--- src/rtl/serial_pattern_feeder_if.sv ---
// Word-in / bit-out handshake bundle for serial_pattern_feeder.
// master = word producer, slave = the serialiser.
interface serial_pattern_feeder_if #(
    parameter int WIDTH = 8
) ();
    logic [WIDTH-1:0] din;
    logic             din_valid;
    logic             din_ready;
    logic             bit_out;
    logic             bit_valid;
    logic             last_bit;
    logic             busy;

    modport master (
        output din,
        output din_valid,
        input  din_ready,
        input  bit_out,
        input  bit_valid,
        input  last_bit,
        input  busy
    );

    modport slave (
        input  din,
        input  din_valid,
        output din_ready,
        output bit_out,
        output bit_valid,
        output last_bit,
        output busy
    );
endinterface

--- src/rtl/serial_pattern_feeder.sv ---
// Parallel-to-serial feeder for the bit-serial sequence detector.
// Back-to-back words stream with no gap bit between them.
module serial_pattern_feeder #(
    parameter int WIDTH      = 8,
    parameter bit MSB_FIRST  = 1'b1,
    parameter bit IDLE_LEVEL = 1'b0
) (
    input logic                  clk,
    input logic                  rst,
    serial_pattern_feeder_if.slave bus
);
    localparam int CW = $clog2(WIDTH);
    localparam logic [CW-1:0] LAST = CW'(WIDTH - 1);

    typedef enum logic {
        IDLE,
        SHIFT
    } state_t;

    state_t           state;
    state_t           state_nxt;
    logic [CW-1:0]    cnt;
    logic [CW-1:0]    cnt_nxt;
    logic [WIDTH-1:0] sreg;
    logic [WIDTH-1:0] sreg_nxt;
    logic             bit_q;
    logic             valid_q;
    logic             last_q;
    logic             busy_q;
    logic             ready;
    logic             xfer;

    // Bit that leaves the register first, selected by shift direction.
    function automatic logic head(input logic [WIDTH-1:0] s);
        return MSB_FIRST ? s[WIDTH-1] : s[0];
    endfunction

    // One-position shift toward the output end.
    function automatic logic [WIDTH-1:0] step(input logic [WIDTH-1:0] s);
        return MSB_FIRST ? {s[WIDTH-2:0], 1'b0} : {1'b0, s[WIDTH-1:1]};
    endfunction

    // Ready comes from state only, so a new word lands on the last-bit edge.
    assign ready = !rst && (state == IDLE || cnt == LAST);
    assign xfer  = ready && bus.din_valid;

    assign bus.din_ready = ready;
    assign bus.bit_out   = bit_q;
    assign bus.bit_valid = valid_q;
    assign bus.last_bit  = last_q;
    assign bus.busy      = busy_q;

    // Next-state, counter and shift-register decode.
    always_comb begin
        state_nxt = state;
        cnt_nxt   = cnt;
        sreg_nxt  = sreg;
        unique case (state)
            IDLE: begin
                if (xfer) begin
                    sreg_nxt  = bus.din;
                    cnt_nxt   = '0;
                    state_nxt = SHIFT;
                end
            end
            SHIFT: begin
                if (cnt != LAST) begin
                    sreg_nxt = step(sreg);
                    cnt_nxt  = cnt + 1'b1;
                end else if (xfer) begin
                    sreg_nxt = bus.din;
                    cnt_nxt  = '0;
                end else begin
                    cnt_nxt   = '0;
                    state_nxt = IDLE;
                end
            end
        endcase
    end

    // State registers plus outputs registered from the next-state values.
    always_ff @(posedge clk) begin
        if (rst) begin
            state   <= IDLE;
            cnt     <= '0;
            sreg    <= '0;
            bit_q   <= IDLE_LEVEL;
            valid_q <= 1'b0;
            last_q  <= 1'b0;
            busy_q  <= 1'b0;
        end else begin
            state   <= state_nxt;
            cnt     <= cnt_nxt;
            sreg    <= sreg_nxt;
            bit_q   <= (state_nxt == SHIFT) ? head(sreg_nxt) : IDLE_LEVEL;
            valid_q <= (state_nxt == SHIFT);
            busy_q  <= (state_nxt == SHIFT);
            last_q  <= (state_nxt == SHIFT) && (cnt_nxt == LAST);
        end
    end
endmodule

--- src/flat_wrapper.sv ---
// flat-port wrapper written by rule: the top's interface ports become plain ports
module serial_pattern_feeder_flat 
#(
    parameter int WIDTH      = 8,
    parameter bit MSB_FIRST  = 1'b1,
    parameter bit IDLE_LEVEL = 1'b0
)
  (clk, rst, bus_din, bus_din_valid, bus_din_ready, bus_bit_out, bus_bit_valid, bus_last_bit, bus_busy);
  serial_pattern_feeder_if #(.WIDTH(WIDTH)) bus_i ();
  input logic clk;
  input logic rst;
  input wire logic [$bits(bus_i.din)-1:0] bus_din;
  input wire logic [$bits(bus_i.din_valid)-1:0] bus_din_valid;
  output wire logic [$bits(bus_i.din_ready)-1:0] bus_din_ready;
  output wire logic [$bits(bus_i.bit_out)-1:0] bus_bit_out;
  output wire logic [$bits(bus_i.bit_valid)-1:0] bus_bit_valid;
  output wire logic [$bits(bus_i.last_bit)-1:0] bus_last_bit;
  output wire logic [$bits(bus_i.busy)-1:0] bus_busy;
  assign bus_i.din = bus_din;
  assign bus_i.din_valid = bus_din_valid;
  assign bus_din_ready = bus_i.din_ready;
  assign bus_bit_out = bus_i.bit_out;
  assign bus_bit_valid = bus_i.bit_valid;
  assign bus_last_bit = bus_i.last_bit;
  assign bus_busy = bus_i.busy;
  serial_pattern_feeder #(.WIDTH(WIDTH), .MSB_FIRST(MSB_FIRST), .IDLE_LEVEL(IDLE_LEVEL)) u_core (.clk(clk), .rst(rst), .bus(bus_i));
endmodule
--- config.mk ---
export PLATFORM = sky130hd
export DESIGN_NAME = serial_pattern_feeder_flat
export DESIGN_NICKNAME = d
export VERILOG_FILES = /design/src/rtl/serial_pattern_feeder_if.sv /design/src/rtl/serial_pattern_feeder.sv /design/src/flat_wrapper.sv
export SDC_FILE = /design/constraint.sdc
export NUM_CORES = 1
export LEC_CHECK = 0
export BUFFER_PORTS_ARGS = -buffer_cell sky130_fd_sc_hd__clkbuf_2
export CAP_MARGIN = 20
export CORE_AREA = 2 2 39 41
export CTS_BUF_LIST = sky130_fd_sc_hd__clkbuf_4
export DETAILED_ROUTE_END_ITERATION = 10
export DIE_AREA = 0 0 41 43
export MAX_ROUTING_LAYER = met4
export PLACE_DENSITY_LB_ADDON = 0.2
export SLEW_MARGIN = 30
export SYNTH_ARGS = -nofsm -noshare
export SYNTH_HDL_FRONTEND = slang
export SYNTH_SLANG_ARGS = --single-unit
--- constraint.sdc ---
create_clock -name clk -period 2.9 [get_ports clk]
set_input_delay 0.29 -clock clk [delete_from_list [all_inputs] [get_ports clk]]
set_output_delay 0.29 -clock clk [all_outputs]
set_load 0.02 [all_outputs]
Yosys cells after proc, flatten, opt, wreduce, memory -nomap -nowiden. Index checks and enable logic that the tools add are counted.

Equal/unequal tests: 3. Bitwise gates (word level): 2. Reduce and logical (&&, ||, !) cells: 6. Add/sub/neg operators: 1. Multiplexer cells: 9.

Operators with widths (number): 8-bit 2-to-1 mux (2); 8-bit one-hot mux with 2 select lines (1); 3-bit == test, second input constant (2); 3-bit 2-to-1 mux (2); 3-bit one-hot mux with 2 select lines (1); 3-bit by 1-bit adder with 3-bit output, second input constant (1); 1-bit logical AND (3); 3-bit != test, second input constant (1); 1-bit 2-to-1 mux (2); 1-bit NOT (2); 1-bit one-hot mux with 2 select lines (1); 2-bit OR reduction (1); 1-bit zero test (1); 1-bit logical OR (1).

Bits in registers: 14.

Longest topological paths before layout. Gate-level depths: netlist (run 1).

Depth in word-level cells: 9. Mapped depth: 7.

Least setup slack after synthesis (run 1). OpenSTA, ideal clock, no wires.

Path kind: register to output. From: register u_core.cnt[0]. To: output port bus_din_ready. Data arrival time: 1146 ps. Path slack: 1464 ps. Stages on the path, launching flop included: 5. Path buffers: 0. Path through: dfxtp_1 > ha_1 > ha_1 > and2b_1 > nor2_1.

Word-level cells in the longest chain between the ends: 3.

RTL lines: from (decl) (line serial_pattern_feeder.sv:22) `logic [CW-1:0] cnt;`; from (signal assigned) (line serial_pattern_feeder.sv:93) `cnt <= cnt_nxt;`; 3-bit == test (line serial_pattern_feeder.sv:44) `assign ready = !rst && (state == IDLE || cnt == LAST);`; 1-bit logical OR (line serial_pattern_feeder.sv:44); 1-bit logical AND (line serial_pattern_feeder.sv:44); to (decl) (line flat_wrapper.sv:14) `output wire logic [$bits(bus_i.din_ready)-1:0] bus_din_ready;`.

Every way passes these cells.

Worst setup path after layout (run 1). Ends and elaborated chain as after synthesis.

==> results.sh, run 1 <==
export IMPL_final_area_um2=668
export IMPL_yosysWarningCount=0
export IMPL_grt_pass1_wl_um=1590
export IMPL_crit_start="u_core.cnt[0]"
export IMPL_cts_setup_buffers=0
export IMPL_final_util_pct=48.3
export IMPL_holdCritPathClass="in2reg"
export IMPL_syn_to_final_growth_pct=12.7
export IMPL_num_vias=446
export IMPL_ir_worst_vdd_uv=320
export IMPL_htree_levels=1
export IMPL_status="finished, final reports clean"
export IMPL_slew_limit_headroom_pct=63.1
export IMPL_hp_start="bus_din[7]"
export IMPL_post_drt_wl_per_cell_um=11.3
export IMPL_power_density_nw_per_um2=547
export IMPL_hold_worst_slack_ns=0.266
export IMPL_cts_num_sinks=13
export IMPL_fmax_mhz=556
export IMPL_io_buffers=15
export IMPL_io_pins=16
export IMPL_period_share_pct=62.0
export IMPL_row_count=14
export IMPL_cp_arrival_ns=1.51
export IMPL_startpoint_type="flop"
export IMPL_post_cts_resized=0
export IMPL_synth_cell_types=19
export IMPL_drtIter0Drc=3
export IMPL_initial_utilization_pct=42.9
export IMPL_grt_max_degree=15
export IMPL_clock_path_buffers=2
export IMPL_critPathCaptureType="output port"
export IMPL_p_leak_nw=0.308
export IMPL_clk_pin_slew_ns=0.08
export IMPL_final_nets=86
export IMPL_period_needed_ns=1.80
export IMPL_ctsHoldBuffers=0
export IMPL_postPlaceCellArea_um2=638
export IMPL_synth_area_per_cell_um2=10.2
export IMPL_overflow=0
export IMPL_grt_antenna_before_repair=0
export IMPL_timing_rr_start="u_core.cnt[0]"
export IMPL_tns_ns=0
export IMPL_rrSetupSlack_ns=1.37
export IMPL_fp_dieArea_um2=1760
export IMPL_wirelength_um=995
export IMPL_synth_flop_cell="dfxtp_1"
export IMPL_drc=0
export IMPL_tightest_slew_ns=0.553
export IMPL_antenna_cells=0
export IMPL_skew_ns=0.00455
export IMPL_dieHeight_um=43
export IMPL_nFillCells=149
export IMPL_synth_enable_flop_cells=0
export IMPL_via_per_inst=5.07
export IMPL_drv_cap=0
export IMPL_synthesis_nets=71
export IMPL_path_class="reg2out"
export IMPL_core_area_um2=1380
export IMPL_synth_top_area_share_pct=43.9
export IMPL_gp_congestion=0.663
export IMPL_ys_ff_latch=13
export IMPL_cts_tree="built"
export IMPL_root_buffer="clkbuf_4"
export IMPL_track_usage_pct=14.1
export IMPL_cts_buffers=3
export IMPL_async_reset_ff_share_pct=0
export IMPL_drive_above_1_share_pct=31.9
export IMPL_synthCells=58
export IMPL_hold_violations=0
export IMPL_crit_fanout=5
export IMPL_yosysTopAreaCell="dfxtp_1"
export IMPL_ant_nets=0
export IMPL_synth_area_top_cells="dfxtp_1 44%, mux2i_1 14%, nor2_1 8.2%, a211oi_2 6.3%, ha_1 4.2%"
export IMPL_worstPathRequired_ns=2.61
export IMPL_ys_seq_area_share_pct=43.9
export IMPL_synth_area_um2=593
export IMPL_clk_latency_ns=0.27
export IMPL_first_pass_iters=2
export IMPL_dieWidth_um=41
export IMPL_setup_viol=0
export IMPL_synthTopCellsByCount="13 x dfxtp_1, 13 x nor2_1, 8 x mux2i_1"
export IMPL_rsz0062_at_grt="false"
export IMPL_grt_pass1_vias=380
export IMPL_slew_viol_final=0
## placed cells by master (no fill, tap or decap)
cell and instances:
clkbuf_2 15, nor2_1 13, dfxtp_1 13, mux2i_1 8, clkbuf_4 4, a211oi_2 3
a211oi_1 3, nand2_1 2, a21oi_1 2, ha_1 2, and2b_1 1, nand2b_1 1
nand3_1 1, a22oi_1 1, nor4_2 1, nor3_1 1, nor3b_1 1
## per-layer routing
| layer | share of wire [%] | track usage, % | up-vias |
|---|---|---|---|
| met5 | 0 | - | - |
| met4 | 0 | 6.00 | 0 |
| met3 | 7.8 | 7.85 | 0 |
| met2 | 47 | 19.7 | 11 |
| met1 | 45 | 16.0 | 202 |
| li1 | - | - | 233 |
## state kept, by name, indices dropped and copies added, names as in the netlist
name                  cells
u_core.bus.bit_out        1
u_core.cnt                3
u_core.bus.last_bit       1
u_core.sreg               7
u_core.bus.bit_valid      1
## per-stage QoR
step	power (mW)	cells	worst slack (ns)
2_1_floorplan	0.243	58	1.46
3_3_place_gp	0.252	84	1.40
3_5_place_dp	0.253	84	1.35
4_1_cts	0.373	88	1.08
5_1_grt	0.389	88	0.997
6_report	0.365	88	1.10
## critical path: stages, from the launching register on
cell,delay [ns]
dfxtp_1,0.34
ha_1,0.21
ha_1,0.18
and2b_1,0.29
nor2_1,0.06
clkbuf_2,0.16
## area by class of cell
cell class / instances / area (µm²) / area share [%]
Clock buffer: 4 / 30.0 / 4.49
Sequential cell: 13 / 260 / 39.0
Multi-Input combinational cell: 40 / 283 / 42.3
Tap cell: 16 / 20.0 / 3.00
Timing Repair Buffer: 15 / 75.1 / 11.2
## power by group
part | internal, mW | switching, mW
clock network | 0.0627 | 0.0553
logic | 0.0220 | 0.0289
registers | 0.190 | 0.00712
total | 0.274 | 0.0913
## logic make-up after synthesis
family | count (synthesis) | share of synthesized area (%)
and+or+nand+nor | 21 | 16.9
DFF | 13 | 43.9
AOI/OAI and AO/OA | 9 | 13.1
muxes | 8 | 13.5
buffers and inverters | 5 | 8.44
adders and majority gates | 2 | 4.22
## worst paths after layout
| kind | to | depth (start not counted) |
|---|---|---|
| setup / recovery | bus_din_ready | 5 |
| hold / removal | u_core.bus.bit_out | 3 |
| setup reg to reg | u_core.sreg[3] | 5 |
| hold reg to reg | u_core.bus.bit_out | 2 |
(Power assumes the default switching activity.)
==> inputs of run 2 (changes only) <==
Clock period 2.9 ns to 1.75 ns, I/O delays scaled along.
==> results.sh, run 2 (same netlist as run 1, synthesis figures left out) <==
export IMPL_mostFrequentLayoutCell="clkbuf_2"
export IMPL_hold_worst_slack_ns=0.164
export IMPL_power_mw=0.606
export IMPL_cts_setup_buffers=0
export IMPL_path_class="reg2out"
export IMPL_hpwl_um=733
export IMPL_cts_buffers=3
export IMPL_num_vias=438
export IMPL_dieWidth_um=41
export IMPL_dpl_cell_count=84
export IMPL_rsz0062_at_grt="false"
export IMPL_period_share_pct=93.9
export IMPL_io_buffers=15
export IMPL_drv_cap=0
export IMPL_worst_slack_ns=0.107
export IMPL_grt_pass1_wl_um=1640
export IMPL_cp_arrival_ns=1.47
export IMPL_power_density_nw_per_um2=904
export IMPL_root_buffer="clkbuf_4"
export IMPL_p_sw_mw=0.151
export IMPL_first_pass_iters=3
export IMPL_ant_nets=0
export IMPL_clock_path_buffers=2
export IMPL_cpPeakStageDelay_ns=0.34
export IMPL_switching_share_pct=25.0
export IMPL_drive_above_1_share_pct=34.7
export IMPL_grt_pass1_vias=403
export IMPL_row_count=14
export IMPL_clk_latency_ns=0.27
export IMPL_grt_antenna_before_repair=0
export IMPL_cts_num_sinks=13
export IMPL_wl_met1_um=489
export IMPL_ir_worst_vdd_uv=424
export IMPL_p_leak_nw=0.309
export IMPL_fp_dieArea_um2=1760
export IMPL_crit_top_cell="ha_1"
export IMPL_drc=0
export IMPL_final_cell_mix="15 x clkbuf_2, 13 x nor2_1, 12 x dfxtp_1, 8 x mux2i_1, 4 x clkbuf_4"
export IMPL_status="finished, final reports clean"
export IMPL_slew_limit_headroom_pct=64.1
export IMPL_tns_ns=0
export IMPL_met3_length_um=50
export IMPL_period_needed_ns=1.64
export IMPL_syn_to_final_growth_pct=13.1
export IMPL_final_area_um2=671
export IMPL_htree_levels=1
export IMPL_final_nets=86
export IMPL_place_ws_ns=0.215
export IMPL_io_pins=16
export IMPL_wl_met2_um=470
export IMPL_p_clk_share_pct=32.1
export IMPL_cts_tree="built"
export IMPL_startpoint_type="flop"
export IMPL_fmax_mhz=609
export IMPL_regMostFlops="u_core.sreg"
export IMPL_hold_violations=0
export IMPL_postPlaceCellArea_um2=638
export IMPL_grt_max_degree=15
export IMPL_gp_congestion=0.704
export IMPL_track_usage_pct=13.9
export IMPL_tightest_slew_ns=0.538
export IMPL_initial_utilization_pct=42.9
export IMPL_path_cells="ha_1 > ha_1 > and2b_2 > nor2_1 > clkbuf_2"
export IMPL_holdCritPathClass="in2reg"
export IMPL_final_cells=88
export IMPL_wirelength_um=1020
export IMPL_worstPathRequired_ns=1.57
export IMPL_top_regs="u_core.sreg x7, u_core.cnt x3"
export IMPL_final_util_pct=48.5
export IMPL_crit_slowest_cell="dfxtp_2"
export IMPL_p_int_mw=0.455
export IMPL_clk_pin_slew_ns=0.08
export IMPL_dieHeight_um=43
export IMPL_overflow=0
export IMPL_post_drt_wl_per_cell_um=11.6
export IMPL_slew_viol_final=0
export IMPL_core_area_um2=1380
export IMPL_antenna_cells=0
export IMPL_crit_fanout=5
export IMPL_critPathCaptureType="output port"
export IMPL_via_per_inst=4.98
export IMPL_drtIter0Drc=1
export IMPL_largest_reg_flops=7
export IMPL_topRoutingLayerUsed="met4"
export IMPL_skew_ns=0.00316
export IMPL_pwr_share_comb_pct=14.0
export IMPL_seqPwrFrac_pct=53.9
export IMPL_setup_viol=0
## run 2: changes by cell type in the layout (fill, tap and decap cells not counted)
cell     delta
and2b_2     +1
and2b_1     -1
dfxtp_2     +1
dfxtp_1     -1
## run 2: layout make-up
cell class                 count  area [µm²]
clock buffer                   4        30.0
fill                         136         713
multi-input combinational     40         284
sequential                    13         262
tap                           16        20.0
timing repair buffer          15        75.1
## run 2: final timing paths
path                  from                  end  slack [ns]  cells after the start
min reg2reg  u_core.cnt[0]  u_core.bus.last_bit        0.46                      1
min             bus_din[7]   u_core.bus.bit_out        0.16                      3
max reg2reg  u_core.cnt[0]       u_core.sreg[1]        0.23                      5
max          u_core.cnt[0]        bus_din_ready        0.11                      5
## run 2: critical path, delay by kind of cell (launching register included)
| kind | cells | cell delay [ns] |
|---|---|---|
| buffers and inverters | 1 | 0.16 |
| and+or+nand+nor | 2 | 0.32 |
| DFF | 1 | 0.34 |
| adders and majority gates | 2 | 0.38 |
## run 2: layer usage
metal,GRT usage (%),up-vias
met2,19.1,8
met5,-,-
met3,3.14,2
met4,8.00,0
met1,18.1,195
li1,-,233
## run 2: power groups by stage
stage,registers [mW],logic [mW],clock network [mW]
after floorplan,0.334,0.0685,0
after global placement,0.333,0.0845,0
after detailed placement,0.334,0.0855,0
after CTS,0.327,0.0857,0.205
after global routing,0.330,0.0949,0.216
final,0.327,0.0847,0.195
## run 2: timing repair
action | CTS | global route
endpoints found under the hold margin | 0 | 0
hold buffers | 0 | 0
endpoints found under the setup margin | 0 | 1
resized for setup | 0 | 2
